## config.mk

```make
export PLATFORM = sky130hd
export DESIGN_NAME = oam_scan
export DESIGN_NICKNAME = d
export VERILOG_FILES = /design/src/rtl/ppu_pkg.sv /design/src/rtl/oam_scan_match.sv /design/src/rtl/oam_scan.sv
export SDC_FILE = /design/constraint.sdc
export NUM_CORES = 1
export LEC_CHECK = 0
export ABC_AREA = 1
export CORE_MARGIN = 8
export CORE_UTILIZATION = 25
export CTS_BUF_LIST = sky130_fd_sc_hd__clkbuf_16
export DETAILED_ROUTE_END_ITERATION = 12
export GPL_TIMING_DRIVEN = 0
export MAX_ROUTING_LAYER = met4
export PLACE_DENSITY = 0.43
export SLEW_MARGIN = 20
export SYNTH_ARGS = -nofsm -noshare
export SYNTH_HDL_FRONTEND = slang
export SYNTH_SLANG_ARGS = --single-unit
```

## constraint.sdc

```tcl
create_clock -name clk -period 4.1 [get_ports clk]
set_input_delay 0.82 -clock clk [delete_from_list [all_inputs] [get_ports clk]]
set_output_delay 0.82 -clock clk [all_outputs]
set_load 0.01 [all_outputs]
```

## src/rtl/ppu_pkg.sv

```systemverilog
// Shared PPU types and constants for the mode-2 object search.
package ppu_pkg;

  localparam int          OAM_ENTRIES = 40;
  localparam int          MAX_SPRITES = 10;
  localparam logic [15:0] OAM_BASE    = 16'hFE00;

  typedef enum logic [1:0] {
    IDLE  = 2'd0,
    RD_Y  = 2'd1,
    RD_X  = 2'd2,
    FLUSH = 2'd3
  } scan_state_t;

  typedef struct packed {
    logic [7:0] x;
    logic [5:0] oam_idx;
    logic [3:0] row;
  } sprite_entry_t;

endpackage

```

## src/rtl/oam_scan_match.sv

```systemverilog
// Line-vs-object vertical range check; row is the line offset inside the object.
module oam_scan_match (
  input  logic [7:0] ly,
  input  logic [7:0] y,
  input  logic       obj_size,
  output logic       match,
  output logic [3:0] row
);

  logic [9:0] diff;
  logic [9:0] height;

  // OAM Y is offset by 16 so partially visible objects can start above line 0
  assign diff   = {2'b00, ly} + 10'd16 - {2'b00, y};
  assign height = obj_size ? 10'd16 : 10'd8;
  assign match  = !diff[9] && (diff < height);
  assign row    = diff[3:0];

endmodule

```

## src/rtl/oam_scan.sv

```systemverilog
// PPU mode-2 OAM search: picks up to 10 objects covering line ly, in OAM order.
// Build option OAM_SCAN_ROW_EN keeps the per-entry row and drives it on list_row.
//
// state | meaning
// IDLE  | waiting for scan_start
// RD_Y  | read Y of entry n; capture X of entry n-1 and evaluate it
// RD_X  | read X of entry n; capture Y of entry n
// FLUSH | capture X of entry 39, evaluate it, pulse scan_done
module oam_scan
  import ppu_pkg::*;
(
  input  logic       clk,
  input  logic       rst,
  input  logic       scan_start,
  input  logic [7:0] ly,
  input  logic       obj_size,
  input  logic       dma_occupy_bus,
  output logic       oam_rd,
  output logic [7:0] oam_a,
  input  logic [7:0] oam_din,
  output logic       scan_busy,
  output logic       scan_done,
  output logic [3:0] sprite_count,
  input  logic [3:0] list_idx,
  output logic [7:0] list_x,
  output logic [5:0] list_oam_idx,
  output logic [3:0] list_row
);

  localparam logic [5:0] LAST_ENTRY = 6'(OAM_ENTRIES - 1);
  localparam logic [3:0] LIST_FULL  = 4'(MAX_SPRITES);

  scan_state_t   state_q, state_d;
  logic [5:0]    n_q;
  logic [5:0]    y_idx_q;
  logic [7:0]    y_q;
  logic [7:0]    ly_q;
  logic          obj_size_q;
  logic [3:0]    count_q;
  sprite_entry_t list_q [MAX_SPRITES];

  logic [7:0]    byte_in;
  logic          hit;
  logic [3:0]    hit_row;
  logic          eval;
  logic          store;
  sprite_entry_t sel;

  // DMA holds the OAM bus, so every byte read during that time looks like 0xFF
  assign byte_in = dma_occupy_bus ? 8'hFF : oam_din;

  oam_scan_match u_match (
    .ly       (ly_q),
    .y        (y_q),
    .obj_size (obj_size_q),
    .match    (hit),
    .row      (hit_row)
  );

  assign eval  = ((state_q == RD_Y) && (n_q != 6'd0)) || (state_q == FLUSH);
  assign store = eval && hit && (count_q < LIST_FULL);

  always_ff @(posedge clk) begin
    if (rst) begin
      state_q <= IDLE;
    end else begin
      state_q <= state_d;
    end
  end

  always_comb begin
    state_d = state_q;
    case (state_q)
      IDLE:    state_d = IDLE;
      RD_Y:    state_d = RD_X;
      RD_X:    state_d = (n_q == LAST_ENTRY) ? FLUSH : RD_Y;
      FLUSH:   state_d = IDLE;
      default: state_d = IDLE;
    endcase
    if (scan_start) state_d = RD_Y;
  end

  always_comb begin
    oam_rd    = 1'b0;
    oam_a     = 8'h00;
    scan_busy = (state_q != IDLE);
    scan_done = (state_q == FLUSH);
    case (state_q)
      RD_Y: begin
        oam_rd = 1'b1;
        oam_a  = {n_q, 2'b00};
      end
      RD_X: begin
        oam_rd = 1'b1;
        oam_a  = {n_q, 2'b01};
      end
      default: begin
        oam_rd = 1'b0;
        oam_a  = 8'h00;
      end
    endcase
  end

  always_ff @(posedge clk) begin
    if (rst) begin
      n_q        <= '0;
      y_idx_q    <= '0;
      y_q        <= '0;
      ly_q       <= '0;
      obj_size_q <= 1'b0;
      count_q    <= '0;
      for (int i = 0; i < MAX_SPRITES; i++) list_q[i] <= '0;
    end else if (scan_start) begin
      n_q        <= '0;
      count_q    <= '0;
      ly_q       <= ly;
      obj_size_q <= obj_size;
    end else begin
      if (state_q == RD_X) begin
        y_q     <= byte_in;
        y_idx_q <= n_q;
        if (n_q != LAST_ENTRY) n_q <= n_q + 6'd1;
      end
      if (store) begin
        list_q[count_q].x       <= byte_in;
        list_q[count_q].oam_idx <= y_idx_q;
`ifdef OAM_SCAN_ROW_EN
        list_q[count_q].row     <= hit_row;
`else
        list_q[count_q].row     <= 4'd0;
`endif
        count_q <= count_q + 4'd1;
      end
    end
  end

  assign sprite_count = count_q;
  assign sel          = (list_idx < LIST_FULL) ? list_q[list_idx] : '0;
  assign list_x       = sel.x;
  assign list_oam_idx = sel.oam_idx;

`ifdef OAM_SCAN_ROW_EN
  assign list_row = sel.row;
`else
  logic unused_row;
  assign unused_row = ^{hit_row, sel.row};
  assign list_row   = 4'd0;
`endif

endmodule

```

==> results of run 1 <==
[flip-flops by register name, summed over array words and instances (netlist names)]
name	count
list_q	140
ly_q	8
y_q	8
n_q	6
y_idx_q	6
sprite_count	4
state_q	2
obj_size_q	1
[per-stage QoR]
stage          utilization  hold slack [ps]  cell area, um^2  setup TNS, ps  setup slack (ps)
2_1_floorplan            -              434             8650              0               299
3_3_place_gp         0.283              445             9710         -42760              -899
3_5_place_dp         0.285              459             9760          -5180              -451
4_1_cts              0.301              467            10300              0              5.96
5_1_grt              0.302              493            10300          -1250             -49.0
6_report             0.302              462            10300              0               222
[where the power goes]
group	internal (W)	total [W]	switching, W
Sequential	0.00198	0.00200	0.0000218
Clock	0.000833	0.00156	0.000724
Combinational	0.000148	0.000426	0.000278
Total	0.00296	0.00398	0.00102
[metal layers]
layer | routed length, um | global-route usage
met5 | 0 | -
met4 | 354 | 0.0347
met3 | 608 | 0.0221
met2 | 11400 | 0.201
met1 | 12200 | 0.165
[worst paths after layout]
| path | from | end |
|---|---|---|
| min | ly_q[0] | ly_q[0] |
| max reg2reg | y_q[3] | list_q[8][4] |
| min reg2reg | ly_q[0] | ly_q[0] |
| max | list_idx[1] | list_x[1] |
[cell usage after synthesis, types with 10 or more instances]
cell / n / area (um^2)
ha_1: 17 / 213
dfxtp_1: 35 / 701
inv_1: 77 / 289
a21oi_1: 36 / 180
nor2_1: 190 / 713
nand2_4: 10 / 113
o21ai_0: 117 / 586
o22ai_1: 28 / 175
nand3_1: 26 / 130
clkbuf_1: 30 / 113
buf_2: 10 / 50.1
nor3_1: 26 / 130
nand2_1: 98 / 368
nor3_2: 26 / 260
edfxtp_1: 140 / 4200
[layout make-up]
| type | instances | area [um^2] |
|---|---|---|
| flip-flops and latches | 175 | 4900 |
| repair buffers | 52 | 534 |
| multi-input cells | 605 | 3210 |
| clock inverters | 15 | 120 |
| plain buffers | 52 | 273 |
| fillers | 3608 | 23900 |
| inverters | 81 | 307 |
| well taps | 455 | 569 |
| clock buffers | 17 | 425 |
[cells by family after synthesis]
family,share of synthesized area
simple gates,0.226
compound gates,0.113
flops,0.568
buf+inv,0.0649
fa+ha+maj,0.0246
xor+xnor,0.00304
other cells,0.000434
[placed cells by master (no fill, tap or decap), types with 4 or more instances in the layout]
cell / Yosys / final
nand2_4: 10 / 10
inv_1: 77 / 78
a21oi_1: 36 / 36
conb_1: 1 / 5
nand3_1: 26 / 26
buf_2: 10 / 11
o21ai_0: 117 / 114
nor2_1: 190 / 188
buf_4: 6 / 6
ha_1: 17 / 17
nor3_1: 26 / 26
nand2_2: 1 / 5
clkdlybuf4s50_1: 0 / 48
clkbuf_1: 30 / 23
inv_6: 0 / 4
nor3_2: 26 / 26
clkbuf_2: 0 / 6
nand2_1: 98 / 94
edfxtp_1: 140 / 140
clkbuf_16: 0 / 17
nand3_2: 5 / 5
dfxtp_1: 35 / 35
o22ai_1: 28 / 28
[worst max-delay path, stage by stage]
cell and delay, ps:
clkdlybuf4s50_1 520, inv_1 140, buf_2 210, clkbuf_4 240, o21ai_0 110, o22ai_1 180, nand3_1 100, nand2_1 160
clkdlybuf4s50_1 570
[repair_timing]
item / 4_1_cts / 5_1_grt
resized for setup: 8 / 15
cloned: 0 / 0
setup endpoints to repair: 24 / 88
pin swaps: 0 / 0
hold buffers: 0 / 0
==> impl_results.md, run 1 <==
* Status: finished, final reports clean
* Total track usage at 0.127
* Synth warn at 0
* Max VDD drop at ~0.18 mV
* Initial DRC count at 350
* Mapped Area at ~0.0086 mm^2
* Pwr Density at slightly below 400 mW/mm^2
* Placed insts at between 1000 and 1500
* CP required at 3280 ps
* Syn_area_per_cell at around 9.5 um^2
* Chip width at between 200 and 250 um
* WHS Path Cells at 2
* Share of cells above drive strength 1 at 0.127
* Row cnt at between 60 and 70
* Gr ovfl total at 0
* Max_cap viols at 0
* Port Buffer Count at 49
* WL/cell at 16.9 um
* Ys async rst share at 0
* Antenna cell count at 0
* Initial antenna violation count at 0
* Worst-path fanout max at 10
* DRT Wirelength at roughly 25000 um
* Initial core utilization at 0.252
* First-pass GRT wire length at between 30000 and 40000 um
* Die area at ~0.04 mm^2
* Worst-case clock buffer depth at 2
* Post-synth EDFFs at 140
* Hold Fails Final Rpt at 0
* Die H at around 200 um
* P_leak at about 3.7 nW
* Reg2Reg Depth at 16
* Std-Cell Core Area at around 0.034 mm^2
* Unrepaired setup endpoints after global routing: true
* Crit path DAT at just over 3000 ps
* CTS clock-pin slew for the worst setup and hold paths at ~70 ps
* Io pins at 58
* Num CTS Buffers at 17
* Fmax at ~260 MHz
* Slew margin rel. at 0.503
* Startpoint types: input port
* Area grow syn2layout at 19.8%
* Setup violators final at 0
* Post-CTS setup buffers at 0
* Antenna Nets Post-Route at 0
* Vias in the first global route at 6771
* HPWL Detailed at ~19000 um
* Post-synth top flop: edfxtp_1
* Root buf cell: clkbuf_16
* Post-route minimum period at 3880 ps
* Clock latency on the worst-skew pair at between 400 and 500 ps
* Vias after detailed routing at between 6000 and 7000
* Vias/cell at 4.42
* Final slew viol count at 0
* Flops & latches, synth at 175
* Worst-margin pin slew at approximately 750 ps
* Hold Path Class: reg -> reg
* Final cell count without fillers at 1452
* Clk_skew at about 10 ps
* Drt pass-1 iters at 4
* Period utilization at 0.946
* Synth cell types at 38
* Htree depth at 4
* Mapped Cells at just over 900
* Sequential area share after synthesis at 0.568
* CTS tree: built
* Total power at around 0.004 W
* DRC violations left at 0
* Routability congestion estimate at slightly above 0.8
* WS Path Type: in -> out
* Largest net degree at the start of global routing at 17
* Clock sink total at around 180
* R2R setup slack at ~270 ps
* Nets at ~1000
* Worst Setup End Kind: output pin
Note: power is estimated with default switching activity, not from simulation.
==> inputs of run 2 (changes only) <==
Settings changed: CORE_ASPECT_RATIO from default to 1.5.
==> impl_results.md, run 2 (synthesized netlist as in run 1, its figures left out) <==
* CTS tree: built (unchanged)
* Antenna cell count at 0 (unchanged)
* Worst Setup End Kind: output pin (unchanged)
* Met3 wire len at 552 um (was 608 um)
* Post-CTS setup buffers at 0 (unchanged)
* Fill cells at 3590 (was 3608)
* Most common cell after layout, fill and taps aside: nor2_1 (unchanged)
* Final Cell Area at 0.0103 mm^2 (about the same)
* Slew margin rel. at 0.478 (was 0.503)
* Largest net degree at the start of global routing at 17 (unchanged)
* Hold Path Class: reg -> reg (unchanged)
* Crit path DAT at 3070 ps (was 3060 ps)
* Vias/cell at 4.43 (was 4.42)
* Num CTS Buffers at 17 (unchanged)
* HPWL Detailed at 19400 um (was 18600 um)
* Die area at 0.0409 mm^2 (was 0.0407 mm^2)
* Initial core utilization at 0.253 (was 0.252)
* Final slew viol count at 0 (unchanged)
* Drt pass-1 iters at 4 (unchanged)
* Initial DRC count at 260 (was 350)
* Hold Fails Final Rpt at 0 (unchanged)
* Max reg flops at 140 (unchanged)
* Total track usage at 0.129 (was 0.127)
* M1 wire length at 9570 um (was 12200 um)
* WS Path Type: in -> out (unchanged)
* Share of cells above drive strength 1 at 0.120 (was 0.127)
* Htree depth at 4 (unchanged)
* Pwr Density at 387 mW/mm^2 (was 385 mW/mm^2)
* P_leak at 3.76 nW (was 3.75 nW)
* Clock latency on the worst-skew pair at 450 ps (was 440 ps)
* Max_cap viols at 0 (unchanged)
* Nets at 1026 (unchanged)
* Total power at 0.00398 W (about the same)
* Placed inst area at 0.00973 mm^2 (was 0.00976 mm^2)
* Period utilization at 0.948 (was 0.946)
* WHS Path Cells at 2 (unchanged)
* Area grow syn2layout at 19.3% (was 19.8%)
* Die H at 244 um (was 202 um)
* Chip width at 168 um (was 202 um)
* Unrepaired setup endpoints after global routing: true (unchanged)
* Row cnt at 83 (was 68)
* CTS clock-pin slew for the worst setup and hold paths at 60 ps (was 70 ps)
* Worst-case clock buffer depth at 2 (unchanged)
* Fmax at 257 MHz (was 258 MHz)
* Reg2Reg Depth at 17 (was 16)
* Vias in the first global route at 6735 (was 6771)
* Setup violators final at 0 (unchanged)
* Most frequent cells in the layout: nor2_1, edfxtp_1, o21ai_0 (unchanged)
* Final cell count without fillers at 1422 (was 1452)
* Std-Cell Core Area at 0.0342 mm^2 (was 0.0343 mm^2)
* Routability congestion estimate at 0.831 (was 0.815)
* Post-route minimum period at 3890 ps (was 3880 ps)
* Port Buffer Count at 49 (unchanged)
* Clk_skew at 11.9 ps (was 9.78 ps)
* First-pass GRT wire length at 38500 um (was 38900 um)
* Max Used Layer: met4 (unchanged)
* DRT Wirelength at 25000 um (was 24600 um)
* Io pins at 58 (unchanged)
* Status: finished, final reports clean (unchanged)
* CP required at 3280 ps (about the same)
* Largest reg by FF count: list_q (unchanged)
* Antenna Nets Post-Route at 0 (unchanged)
* WL/cell at 17.6 um (was 16.9 um)
* Placed insts at 1390 (was 1420)
* Initial antenna violation count at 0 (unchanged)
* Final Util at 0.301 (was 0.302)
* Root buf cell: clkbuf_16 (unchanged)
* Max VDD drop at 0.285 mV (was 0.183 mV)
* Clock sink total at 175 (unchanged)
* DRC violations left at 0 (unchanged)
* Startpoint types: input port (unchanged)
* Vias after detailed routing at 6298 (was 6425)
* Registers with the most flip-flops: list_q x140, ly_q x8, y_q x8 (unchanged)
* Worst-margin pin slew at 783 ps (was 745 ps)
* WL met2 at 14300 um (was 11400 um)
* Gr ovfl total at 0 (unchanged)
* Worst-path fanout max at 10 (unchanged)
## run 2: stage by stage
stage               worst slack (ps)  hold WS, ps  TNS (ps)
finish                           214          462         0
global route                   -74.0          482     -2050
CTS                             6.59          466         0
detailed placement              -471          456     -5430
global placement                -917          448    -43510
floorplan                        299          434         0
## run 2: critical path, stage by stage
cell and delay [ps]:
clkdlybuf4s50_1 540, inv_1 150, clkbuf_2 240, clkbuf_4 260, o21ai_0 100, o22ai_1 130
nand3_1 80, nand2_1 160, clkdlybuf4s50_1 570
## run 2: what timing repair did
action / CTS / global route
resized for setup: 7 / 17
endpoints found under the hold margin: 0 / 0
setup endpoints to repair: 39 / 94
hold buffers: 0 / 0
## run 2: final timing paths
kind | startpoint | end | slack (ps)
max | list_idx[1] | list_x[6] | 210
min | ly_q[0] | ly_q[0] | 460
max reg2reg | y_q[3] | list_q[8][1] | 270
min reg2reg | ly_q[0] | ly_q[0] | 460
## run 2: power by group
| part | switching [W] | leakage (nW) | internal, W |
|---|---|---|---|
| registers | 0.0000229 | 1.68 | 0.00198 |
| clock network | 0.000686 | 0.284 | 0.000871 |
| logic | 0.000273 | 1.80 | 0.000148 |
## run 2: layout make-up
| type | instances | area, um^2 | share of cell area |
|---|---|---|---|
| Buffer | 52 | 272 | 0.0264 |
| Clock buffer | 17 | 425 | 0.0413 |
| Clock inverter | 15 | 115 | 0.0112 |
| Inverter | 81 | 307 | 0.0298 |
| Multi-Input combinational cell | 605 | 3210 | 0.312 |
| Sequential cell | 175 | 4900 | 0.476 |
| Tap cell | 425 | 532 | 0.0516 |
| Timing Repair Buffer | 52 | 534 | 0.0519 |
## run 2: per-layer routing
layer  GRT usage  up-vias
met4      0.0506        0
li1            -     3232
met3      0.0206       23
met5           -        -
met2       0.255       94
met1       0.121     2949
